--- src/rtl/sd_adc_rx.sv ---
// sd_adc_rx: 1-bit sigma-delta ADC receiver. Synchronizes the external
// comparator, closes the first-order loop through fb_out, and decimates the
// bitstream with a 2nd-order CIC into unsigned OUT_W-bit samples. Samples
// leave through a one-entry valid/ready register.
// Build option: define SD_ADC_CLIP_EN to add the 'clip' output flag.
//
// state    | meaning
// ---------+------------------------------------------------------
// S_WARMUP | first two CIC ticks after reset; comb delays settling
// S_RUN    | every tick yields an output sample
module sd_adc_rx #(
  parameter int DECIM = 256,
  parameter int OUT_W = 16
) (
  input  logic             clk27,
  input  logic             n_rst,
  input  logic             comp_in,
  output logic             fb_out,
  output logic [OUT_W-1:0] sample,
  output logic             sample_valid,
  input  logic             sample_ready,
`ifdef SD_ADC_CLIP_EN
  output logic             clip,
`endif
  output logic             overrun
);

  localparam int LOG2_D = $clog2(DECIM);
  localparam int W      = 2*LOG2_D + 1;
  localparam logic [LOG2_D-1:0] DCNT_LAST = LOG2_D'(DECIM - 1);

  typedef enum logic [0:0] {
    S_WARMUP = 1'b0,
    S_RUN    = 1'b1
  } state_t;

  state_t            state_q;
  logic [1:0]        warm_q;

  logic              sync1_q, sync1_d;
  logic              comp_s_q, comp_s_d;
  logic              fb_q, fb_d;
  logic [W-1:0]      i1_q, i1_d;
  logic [W-1:0]      i2_q, i2_d;
  logic [LOG2_D-1:0] dcnt_q, dcnt_d;
  logic              tick;

  // Comb stage A (on tick) and stage B (one clock later) are split so each
  // clock only carries one wide subtraction.
  logic [W-1:0]      d1_q, d1_d;
  logic [W-1:0]      c1_q, c1_d;
  logic [W-1:0]      d2_q, d2_d;
  logic [W-1:0]      y_q, y_d;
  logic              tick_a_q, tick_a_d;
  logic              a_vld_q, a_vld_d;
  logic              b_vld_q, b_vld_d;

  logic              y_over;
  logic [W-2:0]      y_sat;
  logic [OUT_W-1:0]  res_q, res_d;
  logic              res_vld_q, res_vld_d;

  logic              xfer;
  logic [OUT_W-1:0]  sample_q, sample_d;
  logic              sample_valid_q, sample_valid_d;
  logic              overrun_q, overrun_d;
`ifdef SD_ADC_CLIP_EN
  logic              res_clip_q, res_clip_d;
  logic              clip_q, clip_d;
`endif

  // Decimation tick: last count of each DECIM-clock frame
  always_comb begin
    tick = (dcnt_q == DCNT_LAST);
  end

  // Warm-up sequencing: discard two ticks, then run
  always_ff @(posedge clk27) begin
    if (!n_rst) begin
      state_q <= S_WARMUP;
      warm_q  <= 2'd0;
    end else if (tick) begin
      case (state_q)
        S_WARMUP: begin
          warm_q <= warm_q + 2'd1;
          if (warm_q == 2'd1) state_q <= S_RUN;
        end
        default: ;
      endcase
    end
  end

  // Next values for loop, integrators, combs, scaling and output register
  always_comb begin
    sync1_d  = comp_in;
    comp_s_d = sync1_q;
    fb_d     = comp_s_q;

    i1_d   = i1_q + {{(W-1){1'b0}}, comp_s_q};
    i2_d   = i2_q + i1_q;
    dcnt_d = dcnt_q + LOG2_D'(1);

    c1_d     = c1_q;
    d1_d     = d1_q;
    tick_a_d = tick;
    a_vld_d  = tick && (state_q == S_RUN);
    if (tick) begin
      c1_d = i2_q - d1_q;
      d1_d = i2_q;
    end

    y_d     = y_q;
    d2_d    = d2_q;
    b_vld_d = a_vld_q;
    if (tick_a_q) begin
      y_d  = c1_q - d2_q;
      d2_d = c1_q;
    end

    // Clamp to 2^(W-1)-1; the top bit of y set means y exceeds that bound.
    y_over    = y_q[W-1];
    y_sat     = y_over ? {(W-1){1'b1}} : y_q[W-2:0];
    res_d     = res_q;
    res_vld_d = b_vld_q;
`ifdef SD_ADC_CLIP_EN
    res_clip_d = res_clip_q;
`endif
    if (b_vld_q) begin
      res_d = y_sat[W-2 -: OUT_W];
`ifdef SD_ADC_CLIP_EN
      res_clip_d = y_over;
`endif
    end

    xfer           = sample_valid_q & sample_ready;
    sample_d       = sample_q;
    sample_valid_d = sample_valid_q & ~xfer;
    overrun_d      = 1'b0;
`ifdef SD_ADC_CLIP_EN
    clip_d = clip_q;
`endif
    if (res_vld_q) begin
      sample_d       = res_q;
      sample_valid_d = 1'b1;
      overrun_d      = sample_valid_q & ~sample_ready;
`ifdef SD_ADC_CLIP_EN
      clip_d = res_clip_q;
`endif
    end
  end

  // Datapath registers with synchronous active-low reset
  always_ff @(posedge clk27) begin
    if (!n_rst) begin
      sync1_q        <= 1'b0;
      comp_s_q       <= 1'b0;
      fb_q           <= 1'b0;
      i1_q           <= '0;
      i2_q           <= '0;
      dcnt_q         <= '0;
      d1_q           <= '0;
      c1_q           <= '0;
      d2_q           <= '0;
      y_q            <= '0;
      tick_a_q       <= 1'b0;
      a_vld_q        <= 1'b0;
      b_vld_q        <= 1'b0;
      res_q          <= '0;
      res_vld_q      <= 1'b0;
      sample_q       <= '0;
      sample_valid_q <= 1'b0;
      overrun_q      <= 1'b0;
`ifdef SD_ADC_CLIP_EN
      res_clip_q     <= 1'b0;
      clip_q         <= 1'b0;
`endif
    end else begin
      sync1_q        <= sync1_d;
      comp_s_q       <= comp_s_d;
      fb_q           <= fb_d;
      i1_q           <= i1_d;
      i2_q           <= i2_d;
      dcnt_q         <= dcnt_d;
      d1_q           <= d1_d;
      c1_q           <= c1_d;
      d2_q           <= d2_d;
      y_q            <= y_d;
      tick_a_q       <= tick_a_d;
      a_vld_q        <= a_vld_d;
      b_vld_q        <= b_vld_d;
      res_q          <= res_d;
      res_vld_q      <= res_vld_d;
      sample_q       <= sample_d;
      sample_valid_q <= sample_valid_d;
      overrun_q      <= overrun_d;
`ifdef SD_ADC_CLIP_EN
      res_clip_q     <= res_clip_d;
      clip_q         <= clip_d;
`endif
    end
  end

  assign fb_out       = fb_q;
  assign sample       = sample_q;
  assign sample_valid = sample_valid_q;
  assign overrun      = overrun_q;
`ifdef SD_ADC_CLIP_EN
  assign clip         = clip_q;
`endif

endmodule

--- config.mk ---
export PLATFORM = sky130hd
export DESIGN_NAME = sd_adc_rx
export DESIGN_NICKNAME = d
export VERILOG_FILES = /design/src/rtl/sd_adc_rx.sv
export SDC_FILE = /design/constraint.sdc
export NUM_CORES = 1
export LEC_CHECK = 0
export BUFFER_PORTS_ARGS = -buffer_cell sky130_fd_sc_hd__buf_4
export CAP_MARGIN = 20
export CORE_ASPECT_RATIO = 1.2
export CORE_UTILIZATION = 40
export DETAILED_ROUTE_END_ITERATION = 16
export MAX_ROUTING_LAYER = met4
export PLACE_DENSITY = 0.6
export SLEW_MARGIN = 20
export SYNTH_ARGS = -nofsm -noshare
export SYNTH_HDL_FRONTEND = slang
export SYNTH_SLANG_ARGS = --single-unit
--- constraint.sdc ---
create_clock -name clk27 -period 3.1 [get_ports clk27]
set_input_delay 0.31 -clock clk27 [delete_from_list [all_inputs] [get_ports clk27]]
set_output_delay 0.31 -clock clk27 [all_outputs]
set_load 0.02 [all_outputs]
## Yosys cells after proc, flatten, opt, wreduce, memory -nomap -nowiden

Cells that the tools add are included.

- Add/subtract/negate cells: 6
- Multipliers: 0
- Divide/modulo/power cells: 0
- Order comparisons: 0
- Eq/ne operators: 2
- Shift operators: 0
- Multiplexer cells: 4
- Bitwise logic cells: 6
- Reductions and logical operators: 3

Operators by type and width:

| operator | count |
|---|---|
| $sub A17 B17 Y17 | 2 |
| $add A17 B1 Y17 | 1 |
| $add A17 B17 Y17 | 1 |
| $mux W16 | 1 |
| $add A8 B1 Y8 const B | 1 |
| $eq A8 B8 Y1 const B | 1 |
| $reduce_and A2 Y1 | 2 |
| $and A1 B1 Y1 | 3 |
| $mux W1 | 3 |
| $not A1 Y1 | 3 |
| $add A2 B1 Y2 const B | 1 |
| $eq A2 B1 Y1 const B | 1 |
| $logic_and A1 B1 Y1 | 1 |

- Flip-flop bits (word level): 154
- Latch bits: 0
- Memory bits (writable): 0
- Memory bits (read-only): 0
- Input port bits: 4
- Output and inout bits: 19
- Logic and storage cells: 41
- Memories kept: 0

## Depth between registers and ports, before layout

Gate-level depths: netlist (run 1).

- Depth in word-level cells: 4
- Depth in mapped cells: 10
- Depth with buffers taken out: 10

## Worst setup path after synthesis (run 1)

OpenSTA, ideal clock, no wires.

- Path kind: register to register
- Start point: reg c1_q[0]
- End point: reg y_q[16]
- Arrival: 2.129 ns
- Required time: 3.021 ns
- Setup slack: 0.892 ns
- Cell stages (with the launch flop): 11
- Path buffers: 0
- Period minus slack after synthesis: 2.208 ns
- Cell sequence: dfxtp_1 -> inv_1 -> ha_1 -> fa_1 -> nor2b_1 -> o2111ai_1 -> a21boi_1 -> a21oi_1 -> o21a_1 -> o21a_1 -> o211ai_1

- Word-level cells in the longest chain between the ends: 1

RTL lines:

| what | RTL line | source |
|---|---|---|
| from (decl) | 51 | `logic [W-1:0] c1_q, c1_d;` |
| from (signal assigned) | 162 | `c1_q <= '0;` |
| from (signal assigned) | 185 | `c1_q <= c1_d;` |
| $sub A17 B17 Y17 | 116 | `y_d = c1_q - d2_q;` |
| to (signal assigned) | 187 | `y_q <= y_d;` |
| to (decl) | 53 | `logic [W-1:0] y_q, y_d;` |

Every way passes these cells.
A chain may end at the register's enable or synchronous reset.

## Worst setup path in the final report (run 1)

- Start point: reg i2_q[0]
- End point: reg c1_q[16]

- Word-level cells in the longest chain between the ends: 1

RTL lines:

| what | RTL line | source |
|---|---|---|
| from (decl) | 44 | `logic [W-1:0] i2_q, i2_d;` |
| from (signal assigned) | 182 | `i2_q <= i2_d;` |
| $sub A17 B17 Y17 | 108 | `c1_d = i2_q - d1_q;` |

Every way passes these cells.

==> load_flow_metrics.sql, run 1 <==
INSERT INTO impl_metrics (metric_group, metric, value, unit) VALUES
('run_status', 'outcome', 'completed', ''),
('yosys', 'dominantRegCellSynth', 'sky130_fd_sc_hd__dfxtp_1', ''),
('critical_path', 'slowest_delay', '0.41', 'ns'),
('yosys', 'async_flop_share', '0', '%'),
('yosys', 'sequential_area_share_after_synthesis', '39.2', '%'),
('cells_and_area', 'area_delta_synth_final', '11.6', '%'),
('timing', 'report.final.hold_viol_count', '0', ''),
('critical_path', 'slowest_stage', 'sky130_fd_sc_hd__fa_1', ''),
('cells_and_area', 'most_common_library_cell_in_the_layout_ignoring_fill_and_taps', 'sky130_fd_sc_hd__dfxtp_1', ''),
('clock_tree', 'ctsResizeCount', '0', ''),
('cells_and_area', 'layout-drive-gt1-share', '9.52', '%'),
('timing', 'final.setup_skew', '0.00499', 'ns'),
('floorplanning', 'die-area', '20200', 'µm²'),
('grt', 'grt_start_max_net_pins', '86', ''),
('critical_path', 'crit_path_frequent_cell', 'sky130_fd_sc_hd__a21oi_1', ''),
('yosys', 'yosysWarningCount', '0', ''),
('grt', 'grt.met2_usage', '23.8', '%'),
('critical_path', 'critical_path.cell_chain', 'inv_1, ha_1, fa_1, nor2b_1, o31ai_1, a21oi_1, a31oi_2, o21ai_1, a21oi_1, o31a_1', ''),
('floorplanning', 'initial_core_utilization', '41.3', '%'),
('grt', 'antenna_found_initial', '0', ''),
('critical_path', 'critPathRequiredTime', '3.41', 'ns'),
('placed_design', 'routabilityCongestion', '0.830', ''),
('yosys', 'post_synth_num_cell_types', '61', ''),
('grt', 'grt_overflow_total', '0', ''),
('grt', 'grt_most_used_layer', 'met2', ''),
('yosys', 'synth_area', '7870', 'µm²'),
('clock_tree', 'clkTransAtPathRegs', '0.06', 'ns'),
('placed_design', 'portBuffers', '22', ''),
('critical_path', 'crit_path_start_kind', 'register', ''),
('cells_and_area', 'mostFrequentLayoutCells', 'sky130_fd_sc_hd__dfxtp_1, sky130_fd_sc_hd__nand2_1, sky130_fd_sc_hd__nor2b_1, sky130_fd_sc_hd__ha_1, sky130_fd_sc_hd__and2_1', ''),
('route', 'ant_nets', '0', ''),
('route', 'drtIter0Drc', '262', ''),
('cells_and_area', 'n_antenna_cell', '0', ''),
('critical_path', 'biggest_fanout_along_the_worst_timing_path', '4', ''),
('grt', 'grt_util_all_layers', '14.5', '%'),
('power_and_ir_drop', 'power-per-cell-area', '457', 'nW/µm²'),
('route', 'routed_wirelength', '13500', 'µm'),
('route', 'detail_route.drc_violations', '0', ''),
('timing', 'max_freq', '401', 'MHz'),
('clock_tree', 'cts_buffer_depth', '2', ''),
('placed_design', 'dp_slack', '0.622', 'ns'),
('timing', 'rsz_0062_raised_after_global_routing', 'no', ''),
('timing', 'fin_ws', '0.604', 'ns'),
('floorplanning', 'num_io_pins', '23', ''),
('clock_tree', 'cts.root.buffer_cell', 'sky130_fd_sc_hd__clkbuf_16', ''),
('route', 'wl_per_cell', '11.9', 'µm'),
('cells_and_area', 'n_fill_cell', '1883', ''),
('flow_run', 'drv.max_cap_violation_count', '0', ''),
('clock_tree', 'insertion_delay_to_the_later_sink_of_the_worst_skew_pair', '0.42', 'ns'),
('grt', 'grt_first_pass_wirelength', '23000', 'µm'),
('critical_path', 'worstSetupPathType', 'register to register', ''),
('timing', 'slew_headroom', '37.4', '%'),
('route', 'firstDrtPassIters', '4', ''),
('floorplanning', 'rows', '55', ''),
('yosys', 'syn_area_per_cell', '9.21', 'µm²'),
('yosys', 'number_of_synthesized_flops_with_an_enable_pin', '0', ''),
('yosys', 'synth_nets', '913', ''),
('clock_tree', 'ctsHoldBuffers', '0', ''),
('power_and_ir_drop', 'power', '0.00401', 'W'),
('route', 'drt-vias-per-instance', '4.91', ''),
('placed_design', 'placedCellCount', '1097', ''),
('hold_path', 'worst_hold_path_type', 'primary input to register', ''),
('cells_and_area', 'nets', '919', ''),
('timing', 'setup-tns-final', '0', 'ns'),
('timing', 'timing.final.crit_share', '80.5', '%'),
('critical_path', 'critPathArrivalTime', '2.81', 'ns'),
('clock_tree', 'cts_max_level', '4', ''),
('timing', 'setup-violations-final', '0', ''),
('clock_tree', 'post-cts-setup-buffers', '0', ''),
('yosys', 'post_synth_inst_count', '854', ''),
('grt', 'globalRouteMet1Util', '16.9', '%');
## power breakdown
group	switching [W]	internal [W]	total [W]	leakage (nW)
combinational	0.0000358	0.0000263	0.0000621	1.96
clock	0.000815	0.00114	0.00196	0.258
sequential	0.00000552	0.00199	0.00199	1.24
total	0.000857	0.00315	0.00401	3.46
## synth_stat cells, drive strengths merged, types with 2 or more instances
library cell / instances / area [µm²]
dfxtp: 154 / 3080
nand2: 80 / 300
nor2b: 53 / 332
ha: 52 / 651
and2: 51 / 320
clkbuf: 39 / 156
inv: 39 / 146
mux2i: 39 / 390
xnor2: 39 / 342
o21ai: 36 / 180
a21oi: 29 / 149
nand3: 29 / 145
a21boi: 27 / 203
nor2: 24 / 100
o221a: 16 / 180
a21o: 15 / 113
xor2: 15 / 131
nand3b: 12 / 90.1
and3: 11 / 68.8
nand2b: 10 / 62.6
o21a: 10 / 75.1
o211ai: 8 / 60.1
o211a: 7 / 70.1
a31oi: 5 / 37.5
nand4: 5 / 31.3
or3: 4 / 25.0
a221oi: 3 / 32.5
and4: 3 / 27.5
fa: 3 / 60.1
nand4b: 3 / 26.3
nor3: 3 / 15.0
o2111ai: 3 / 26.3
a211o: 2 / 17.5
a211oi: 2 / 15.0
a221o: 2 / 20.0
a41oi: 2 / 17.5
nor3b: 2 / 15.0
o31a: 2 / 17.5
o31ai: 2 / 15.0
or2: 2 / 12.5
## critical path, delay by kind of cell (launching register included)
family	cells	cell delay (ns)
AOI/OAI and AO/OA	6	1.20
DFF	1	0.35
and+or+nand+nor	1	0.16
buffers and inverters	1	0.05
adders and majority gates	2	0.63
## kinds of logic (layout without fill, tap and decap cells)
group / count (synthesis) / after routing / synth area share (%)
and+or+nand+nor: 295 / 295 / 20.3
AOI/OAI and AO/OA: 178 / 178 / 16.5
DFF: 154 / 154 / 39.2
buffers and inverters: 79 / 97 / 3.99
adders and majority gates: 55 / 55 / 9.03
xor gates and xnor gates: 54 / 54 / 6.01
muxes: 39 / 39 / 4.96
## registers in the layout (all words and copies together) (netlist names), 2 cells and up
register,cells
c1_q,17
d1_q,17
d2_q,17
i1_q,17
i2_q,17
y_q,17
res_q,16
sample,16
dcnt_q,8
warm_q,2
## stage by stage
stage	hold slack (ns)	utilization [%]	instance area, µm²
6_report	0.0949	46.1	8780
4_1_cts	0.0786	46.1	8780
3_5_place_dp	0.423	43.1	8220
3_3_place_gp	0.416	43.1	8220
5_1_grt	0.0780	46.1	8780
2_1_floorplan	0.412	-	7870
## routing by layer
layer  vias to the layer above  part of all wire (%)
met4                         0                   1.8
met2                        55                    46
met1                      2488                    50
met3                        23                   2.3
met5                         -                     0
li1                       2973                     -
## layout make-up
| type | instances | area (µm²) | share of cell area, % |
|---|---|---|---|
| Clock buffer | 21 | 460 | 5.24 |
| Clock inverter | 10 | 95.1 | 1.08 |
| Inverter | 39 | 146 | 1.67 |
| Multi-Input combinational cell | 621 | 4470 | 50.9 |
| Sequential cell | 154 | 3080 | 35.1 |
| Tap cell | 256 | 320 | 3.65 |
| Timing Repair Buffer | 27 | 203 | 2.31 |
## final timing paths
path / endpoint / from / cells past startpoint / slack [ns]
worst max-delay path: c1_q[16] / i2_q[0] / 10 / 0.60
worst min-delay path: comp_s_d / comp_in / 2 / 0.09
worst max register to register: c1_q[16] / i2_q[0] / 10 / 0.60
worst min register to register: b_vld_q / a_vld_q / 1 / 0.44
(Power assumes the default switching activity.)
==> inputs of run 2 (changes only) <==
PLACE_DENSITY = 0.62   (was 0.6)
clock period = 2.2 ns   (was 3.1 ns; I/O delays follow)
==> load_flow_metrics.sql, run 2 (synthesized netlist as in run 1, its figures left out) <==
INSERT INTO impl_metrics (metric_group, metric, value, unit) VALUES
('floorplanning', 'num_io_pins', '23', ''),
('grt', 'antenna_found_initial', '0', ''),
('cells_and_area', 'most_common_library_cell_in_the_layout_ignoring_fill_and_taps', 'sky130_fd_sc_hd__dfxtp_1', ''),
('power_and_ir_drop', 'power-per-cell-area', '640', 'nW/µm²'),
('floorplanning', 'die-area', '20200', 'µm²'),
('critical_path', 'critPathCaptureType', 'register', ''),
('critical_path', 'path_buf_inv', '2', ''),
('timing', 'setup-violations-final', '1', ''),
('clock_tree', 'clkTransAtPathRegs', '0.06', 'ns'),
('critical_path', 'biggest_fanout_along_the_worst_timing_path', '4', ''),
('grt', 'grt_first_pass_wirelength', '24700', 'µm'),
('cells_and_area', 'nets', '963', ''),
('cells_and_area', 'n_antenna_cell', '0', ''),
('timing', 'worst_pin_slew', '0.582', 'ns'),
('grt', 'grt_overflow_total', '0', ''),
('placed_design', 'routabilityCongestion', '0.841', ''),
('cells_and_area', 'area_delta_synth_final', '21.0', '%'),
('critical_path', 'slowest_delay', '0.36', 'ns'),
('route', 'routed_wirelength', '14000', 'µm'),
('route', 'detail_route.drc_violations', '0', ''),
('clock_tree', 'cts.root.buffer_cell', 'sky130_fd_sc_hd__clkbuf_16', ''),
('power_and_ir_drop', 'vdd_drop_max', '0.649', 'mV'),
('timing', 'fin_ws', '-0.0267', 'ns'),
('timing', 'whs', '0.110', 'ns'),
('floorplanning', 'initial_core_utilization', '41.3', '%'),
('placed_design', 'dp_slack', '-0.168', 'ns'),
('critical_path', 'regToRegEndpoint', 'i2_q[10]', ''),
('cells_and_area', 'layout-drive-gt1-share', '18.0', '%'),
('grt', 'grt_start_max_net_pins', '61', ''),
('power_and_ir_drop', 'leakage_dissipation', '3.83', 'nW'),
('route', 'drtIter0Drc', '135', ''),
('timing', 'rsz_0062_raised_after_global_routing', 'yes', ''),
('timing', 'timing.final.crit_share', '101', '%'),
('critical_path', 'critPathArrivalTime', '2.54', 'ns'),
('hold_path', 'hold_path_depth', '3', ''),
('cells_and_area', 'mostFrequentLayoutCells', 'sky130_fd_sc_hd__dfxtp_1, sky130_fd_sc_hd__nand2_1, sky130_fd_sc_hd__buf_4, sky130_fd_sc_hd__nor2b_1, sky130_fd_sc_hd__and2_1', ''),
('critical_path', 'critPathRequiredTime', '2.52', 'ns'),
('critical_path', 'critical_path.top_delay_family', 'compound AO/OA/AOI/OAI gates', ''),
('flow_run', 'drv.max_cap_violation_count', '0', ''),
('clock_tree', 'cts_buffer_depth', '2', ''),
('route', 'dr_total_vias', '5776', ''),
('clock_tree', 'cts_tree', 'yes', ''),
('grt', 'grt_util_all_layers', '15.5', '%'),
('hold_path', 'min_delay_worst_endpoint', 'sample_valid', ''),
('critical_path', 'worstSetupPathType', 'register to register', ''),
('clock_tree', 'cts_buf_count', '17', ''),
('floorplanning', 'die_width', '130', 'µm'),
('timing', 'final.setup_skew', '0.00710', 'ns'),
('hold_path', 'worst_hold_path_type', 'primary input to register', ''),
('timing', 'slew_viol_final', '0', ''),
('run_status', 'violated_checks', 'negative setup slack', ''),
('timing', 'max_freq', '449', 'MHz'),
('floorplanning', 'floorplan.core_area', '19100', 'µm²'),
('critical_path', 'crit_path_start_kind', 'register', ''),
('critical_path', 'rrSetupSlack', '-0.03', 'ns'),
('route', 'firstDrtPassIters', '4', ''),
('grt', 'grt_pass1_vias', '5537', ''),
('placed_design', 'portBuffers', '22', ''),
('critical_path', 'timing.rr.start', 'i2_q[0]', ''),
('route', 'drt-vias-per-instance', '4.92', ''),
('placed_design', 'dp_hpwl', '9540', 'µm'),
('run_status', 'outcome', 'complete, but fails checks', ''),
('clock_tree', 'cts_num_sinks', '154', ''),
('hold_path', 'min_from', 'sample_ready', ''),
('clock_tree', 'cts_max_level', '4', ''),
('timing', 'period_needed', '2.23', 'ns'),
('route', 'wl_per_cell', '11.9', 'µm'),
('critical_path', 'critical_path.cell_chain', 'buf_4, ha_4, fa_2, a21o_1, a21o_1, a21oi_2, nor2_4, buf_4, a31oi_4, xnor2_1, and2_1', ''),
('critical_path', 'slowest_stage', 'sky130_fd_sc_hd__fa_2', ''),
('clock_tree', 'insertion_delay_to_the_later_sink_of_the_worst_skew_pair', '0.42', 'ns'),
('cells_and_area', 'n_fill_cell', '1799', ''),
('route', 'ant_nets', '0', ''),
('timing', 'slew_headroom', '61.2', '%'),
('floorplanning', 'chipHeight', '156', 'µm'),
('critical_path', 'r2r_cells', '11', ''),
('floorplanning', 'rows', '55', ''),
('timing', 'report.final.hold_viol_count', '0', '');
run 2: changes by cell type in the layout (fill, tap and decap cells not counted), moves of 5 or more:
cell / previous run / this run
sky130_fd_sc_hd__ha_1: 52 / 45
sky130_fd_sc_hd__ha_4: 0 / 5
sky130_fd_sc_hd__dfxtp_1: 153 / 148
sky130_fd_sc_hd__buf_4: 27 / 64
sky130_fd_sc_hd__dfxtp_2: 1 / 6
run 2: area by class of cell:
type	instances	area, µm²	area share [%]
sequential	154	3090	32.5
tap	256	320	3.36
multi-input combinational	621	4730	49.7
clock buffer	20	447	4.69
timing repair buffer	71	593	6.23
clock inverter	12	195	2.05
inverter	39	146	1.54
run 2: worst min-delay path, delay by kind of cell:
family	cells	cell delay (ns)
and+or+nand+nor	1	0.04
AOI/OAI and AO/OA	1	0.15
buffers and inverters	1	0.08
run 2: how the worst max path moves through the flow:
stage / from / endpoint / slack [ns] / depth (start not counted)
2_1_floorplan: c1_q[0] / y_q[16] / 0.01 / 10
3_5_place_dp: c1_q[0] / y_q[16] / -0.17 / 10
3_3_place_gp: c1_q[0] / y_q[16] / -0.11 / 10
6_report: i2_q[0] / i2_q[10] / -0.03 / 11
5_1_grt: i2_q[0] / i2_q[12] / -0.1 / 10
4_1_cts: c1_q[0] / y_q[16] / 0.002 / 10
run 2: report_power, final:
part	internal (W)	switching, W
registers	0.00280	0.00000852
logic	0.0000508	0.0000561
clock network	0.00204	0.00114
total	0.00489	0.00120
run 2: layer usage:
layer  global-route usage [%]  vias up  wire [µm]
met5                        -        -          0
met4                     5.92        0        195
met3                     2.88       14        272
met2                     26.1       51       6640
met1                     18.0     2626       6850
li1                         -     3085          -
run 2: through the flow:
stage               utilization [%]  cell area, µm²  power [W]  std cells  setup TNS [ns]
floorplan                         -            7870    0.00294        854               0
global placement               44.9            8570    0.00297       1136          -0.417
detailed placement             44.9            8570    0.00297       1136          -0.707
CTS                            48.7            9290    0.00618       1171               0
global route                   49.9            9520    0.00632       1173          -0.614
finish                         49.9            9520    0.00609       1173         -0.0267
run 2: timing repair:
item	4_1_cts	5_1_grt
buffers inserted	2	2
gates resized for setup	16	42
hold endpoints to repair	1	0
setup endpoints to repair	11	19
hold buffers	1	0
pin swaps	12	37
==> inputs of run 3 (changes only) <==
CORE_UTILIZATION = 57   (was 40)
PLACE_DENSITY = 0.79   (was 0.62)
clock period = 2.55 ns   (was 2.2 ns; I/O delays follow)
==> load_flow_metrics.sql, run 3 (synthesized netlist as in run 1, its figures left out) <==
INSERT INTO impl_metrics (metric_group, metric, value, unit) VALUES
('route', 'firstDrtPassIters', '4', ''),
('clock_tree', 'insertion_delay_to_the_later_sink_of_the_worst_skew_pair', '0.42', 'ns'),
('floorplanning', 'die-area', '14300', 'µm²'),
('critical_path', 'critPathRequiredTime', '2.89', 'ns'),
('route', 'wl_met3', '339', 'µm'),
('timing', 'report.final.hold_viol_count', '0', ''),
('route', 'top_signal_layer_used', 'met4', ''),
('floorplanning', 'floorplan.core_area', '13400', 'µm²'),
('grt', 'grt_start_max_net_pins', '65', ''),
('grt', 'grt_pass1_vias', '5855', ''),
('timing', 'slew_headroom', '37.9', '%'),
('critical_path', 'timing.rr.start', 'c1_q[0]', ''),
('timing', 'max_freq', '408', 'MHz'),
('critical_path', 'biggest_fanout_along_the_worst_timing_path', '4', ''),
('cells_and_area', 'n_antenna_cell', '0', ''),
('route', 'drt-vias-per-instance', '5.61', ''),
('placed_design', 'portBuffers', '22', ''),
('clock_tree', 'cts_num_sinks', '154', ''),
('critical_path', 'r2r_cells', '10', ''),
('timing', 'setup-tns-final', '0', 'ns'),
('critical_path', 'worstSetupPathType', 'register to register', ''),
('cells_and_area', 'most_common_library_cell_in_the_layout_ignoring_fill_and_taps', 'sky130_fd_sc_hd__dfxtp_1', ''),
('cells_and_area', 'mostFrequentLayoutCells', 'sky130_fd_sc_hd__dfxtp_1, sky130_fd_sc_hd__nand2_1, sky130_fd_sc_hd__ha_1, sky130_fd_sc_hd__nor2b_1, sky130_fd_sc_hd__and2_1', ''),
('hold_path', 'worst_hold_path_type', 'primary input to register', ''),
('clock_tree', 'cts.root.buffer_cell', 'sky130_fd_sc_hd__clkbuf_16', ''),
('timing', 'worst_pin_slew', '0.931', 'ns'),
('clock_tree', 'cts_buffer_depth', '2', ''),
('critical_path', 'critPathArrivalTime', '2.79', 'ns'),
('cells_and_area', 'fin_util', '65.4', '%'),
('floorplanning', 'rows', '46', ''),
('grt', 'grt_first_pass_wirelength', '25500', 'µm'),
('clock_tree', 'cts_buf_count', '17', ''),
('critical_path', 'regToRegEndpoint', 'y_q[16]', ''),
('cells_and_area', 'n_fill_cell', '1083', ''),
('clock_tree', 'clkTransAtPathRegs', '0.06', 'ns'),
('power_and_ir_drop', 'leakage_dissipation', '3.50', 'nW'),
('grt', 'grt_overflow_total', '0', ''),
('placed_design', 'routabilityCongestion', '1.03', ''),
('route', 'routed_wirelength', '14700', 'µm'),
('placed_design', 'dp_hpwl', '10300', 'µm'),
('route', 'drtIter0Drc', '287', ''),
('route', 'detail_route.drc_violations', '0', ''),
('floorplanning', 'chipHeight', '131', 'µm'),
('hold_path', 'min_delay_worst_endpoint', 'comp_s_d', ''),
('clock_tree', 'cts_max_level', '4', ''),
('floorplanning', 'initial_core_utilization', '58.9', '%'),
('hold_path', 'min_from', 'comp_in', ''),
('timing', 'period_needed', '2.45', 'ns'),
('run_status', 'outcome', 'completed', ''),
('timing', 'timing.final.crit_share', '96.0', '%'),
('cells_and_area', 'layout-drive-gt1-share', '10.7', '%'),
('critical_path', 'rrSetupSlack', '0.10', 'ns'),
('route', 'wl_met1', '6340', 'µm'),
('flow_run', 'drv.max_cap_violation_count', '0', ''),
('hold_path', 'hold_path_depth', '2', ''),
('cells_and_area', 'nets', '924', ''),
('clock_tree', 'cts_tree', 'yes', ''),
('route', 'wl_met2', '7780', 'µm'),
('grt', 'grt_util_all_layers', '23.1', '%'),
('power_and_ir_drop', 'power-per-cell-area', '554', 'nW/µm²'),
('timing', 'slew_viol_final', '0', ''),
('route', 'wl_per_cell', '14.1', 'µm'),
('critical_path', 'critPathCaptureType', 'register', ''),
('timing', 'rsz_0062_raised_after_global_routing', 'no', ''),
('grt', 'antenna_found_initial', '0', ''),
('floorplanning', 'die_width', '109', 'µm'),
('floorplanning', 'num_io_pins', '23', ''),
('clock_tree', 'ctsHoldBuffers', '0', ''),
('cells_and_area', 'area_delta_synth_final', '11.0', '%'),
('power_and_ir_drop', 'power', '0.00484', 'W'),
('timing', 'final.setup_skew', '0.00703', 'ns'),
('timing', 'setup-violations-final', '0', ''),
('power_and_ir_drop', 'vdd_drop_max', '0.410', 'mV'),
('route', 'ant_nets', '0', ''),
('route', 'dr_total_vias', '5863', ''),
('critical_path', 'crit_path_start_kind', 'register', '');
## run 3: cell types whose count changed in the layout (fill, tap and decap cells not counted), sizes merged, moves of 2 or more
cell      previous run  this run
buf                 70        32
bufinv               5         1
clkinv               5         7
clkinvlp             1         3
## run 3: layout make-up
type	instances	area (µm²)	share of cell area, %
Clock buffer	21	450	5.16
Inverter	39	146	1.68
Clock inverter	11	98.8	1.13
Multi-Input combinational cell	621	4500	51.5
Sequential cell	154	3080	35.3
Tap cell	168	210	2.41
Timing Repair Buffer	32	240	2.75
## run 3: critical path, stage by stage, from the launching register on
cell,delay (ns)
sky130_fd_sc_hd__dfxtp_1,0.35
sky130_fd_sc_hd__inv_1,0.05
sky130_fd_sc_hd__ha_1,0.22
sky130_fd_sc_hd__fa_1,0.42
sky130_fd_sc_hd__nor2b_2,0.19
sky130_fd_sc_hd__o2111ai_2,0.16
sky130_fd_sc_hd__a21boi_2,0.21
sky130_fd_sc_hd__a21oi_1,0.15
sky130_fd_sc_hd__o21a_1,0.26
sky130_fd_sc_hd__o21a_1,0.20
sky130_fd_sc_hd__o211ai_1,0.16
## run 3: worst max-delay path by stage
stage                 start      end  slack, ns
global placement    c1_q[0]  y_q[16]       0.14
finish              c1_q[0]  y_q[16]       0.10
CTS                 c1_q[0]  y_q[16]       0.04
global route        c1_q[0]  y_q[16]       0.01
detailed placement  c1_q[0]  y_q[16]       0.06
floorplan           c1_q[0]  y_q[16]       0.34
## run 3: through the flow
step                hold slack (ns)  area (µm²)  instances  setup WS (ns)
global placement              0.414        8140       1013          0.135
CTS                          0.0261        8700       1045         0.0450
floorplan                     0.382        7870        854          0.342
global route                 0.0469        8730       1046         0.0104
detailed placement            0.419        8140       1013         0.0617
finish                       0.0437        8730       1046          0.101
## run 3: per-layer routing
metal,vias to the layer above,global-route usage (%)
li1,3002,-
met1,2751,23.9
met2,87,41.9
met3,23,4.71
met4,0,10.2
met5,-,-
## run 3: what timing repair did
action	4_1_cts	5_1_grt
pin swaps	0	3
endpoints found under the setup margin	1	5
gates resized for setup	1	6
setup buffers	0	1
## run 3: where the power goes
part / internal, W / switching, W
Sequential: 0.00241 / 0.00000702
Combinational: 0.0000335 / 0.0000452
Clock: 0.00136 / 0.000972
Total: 0.00381 / 0.00102
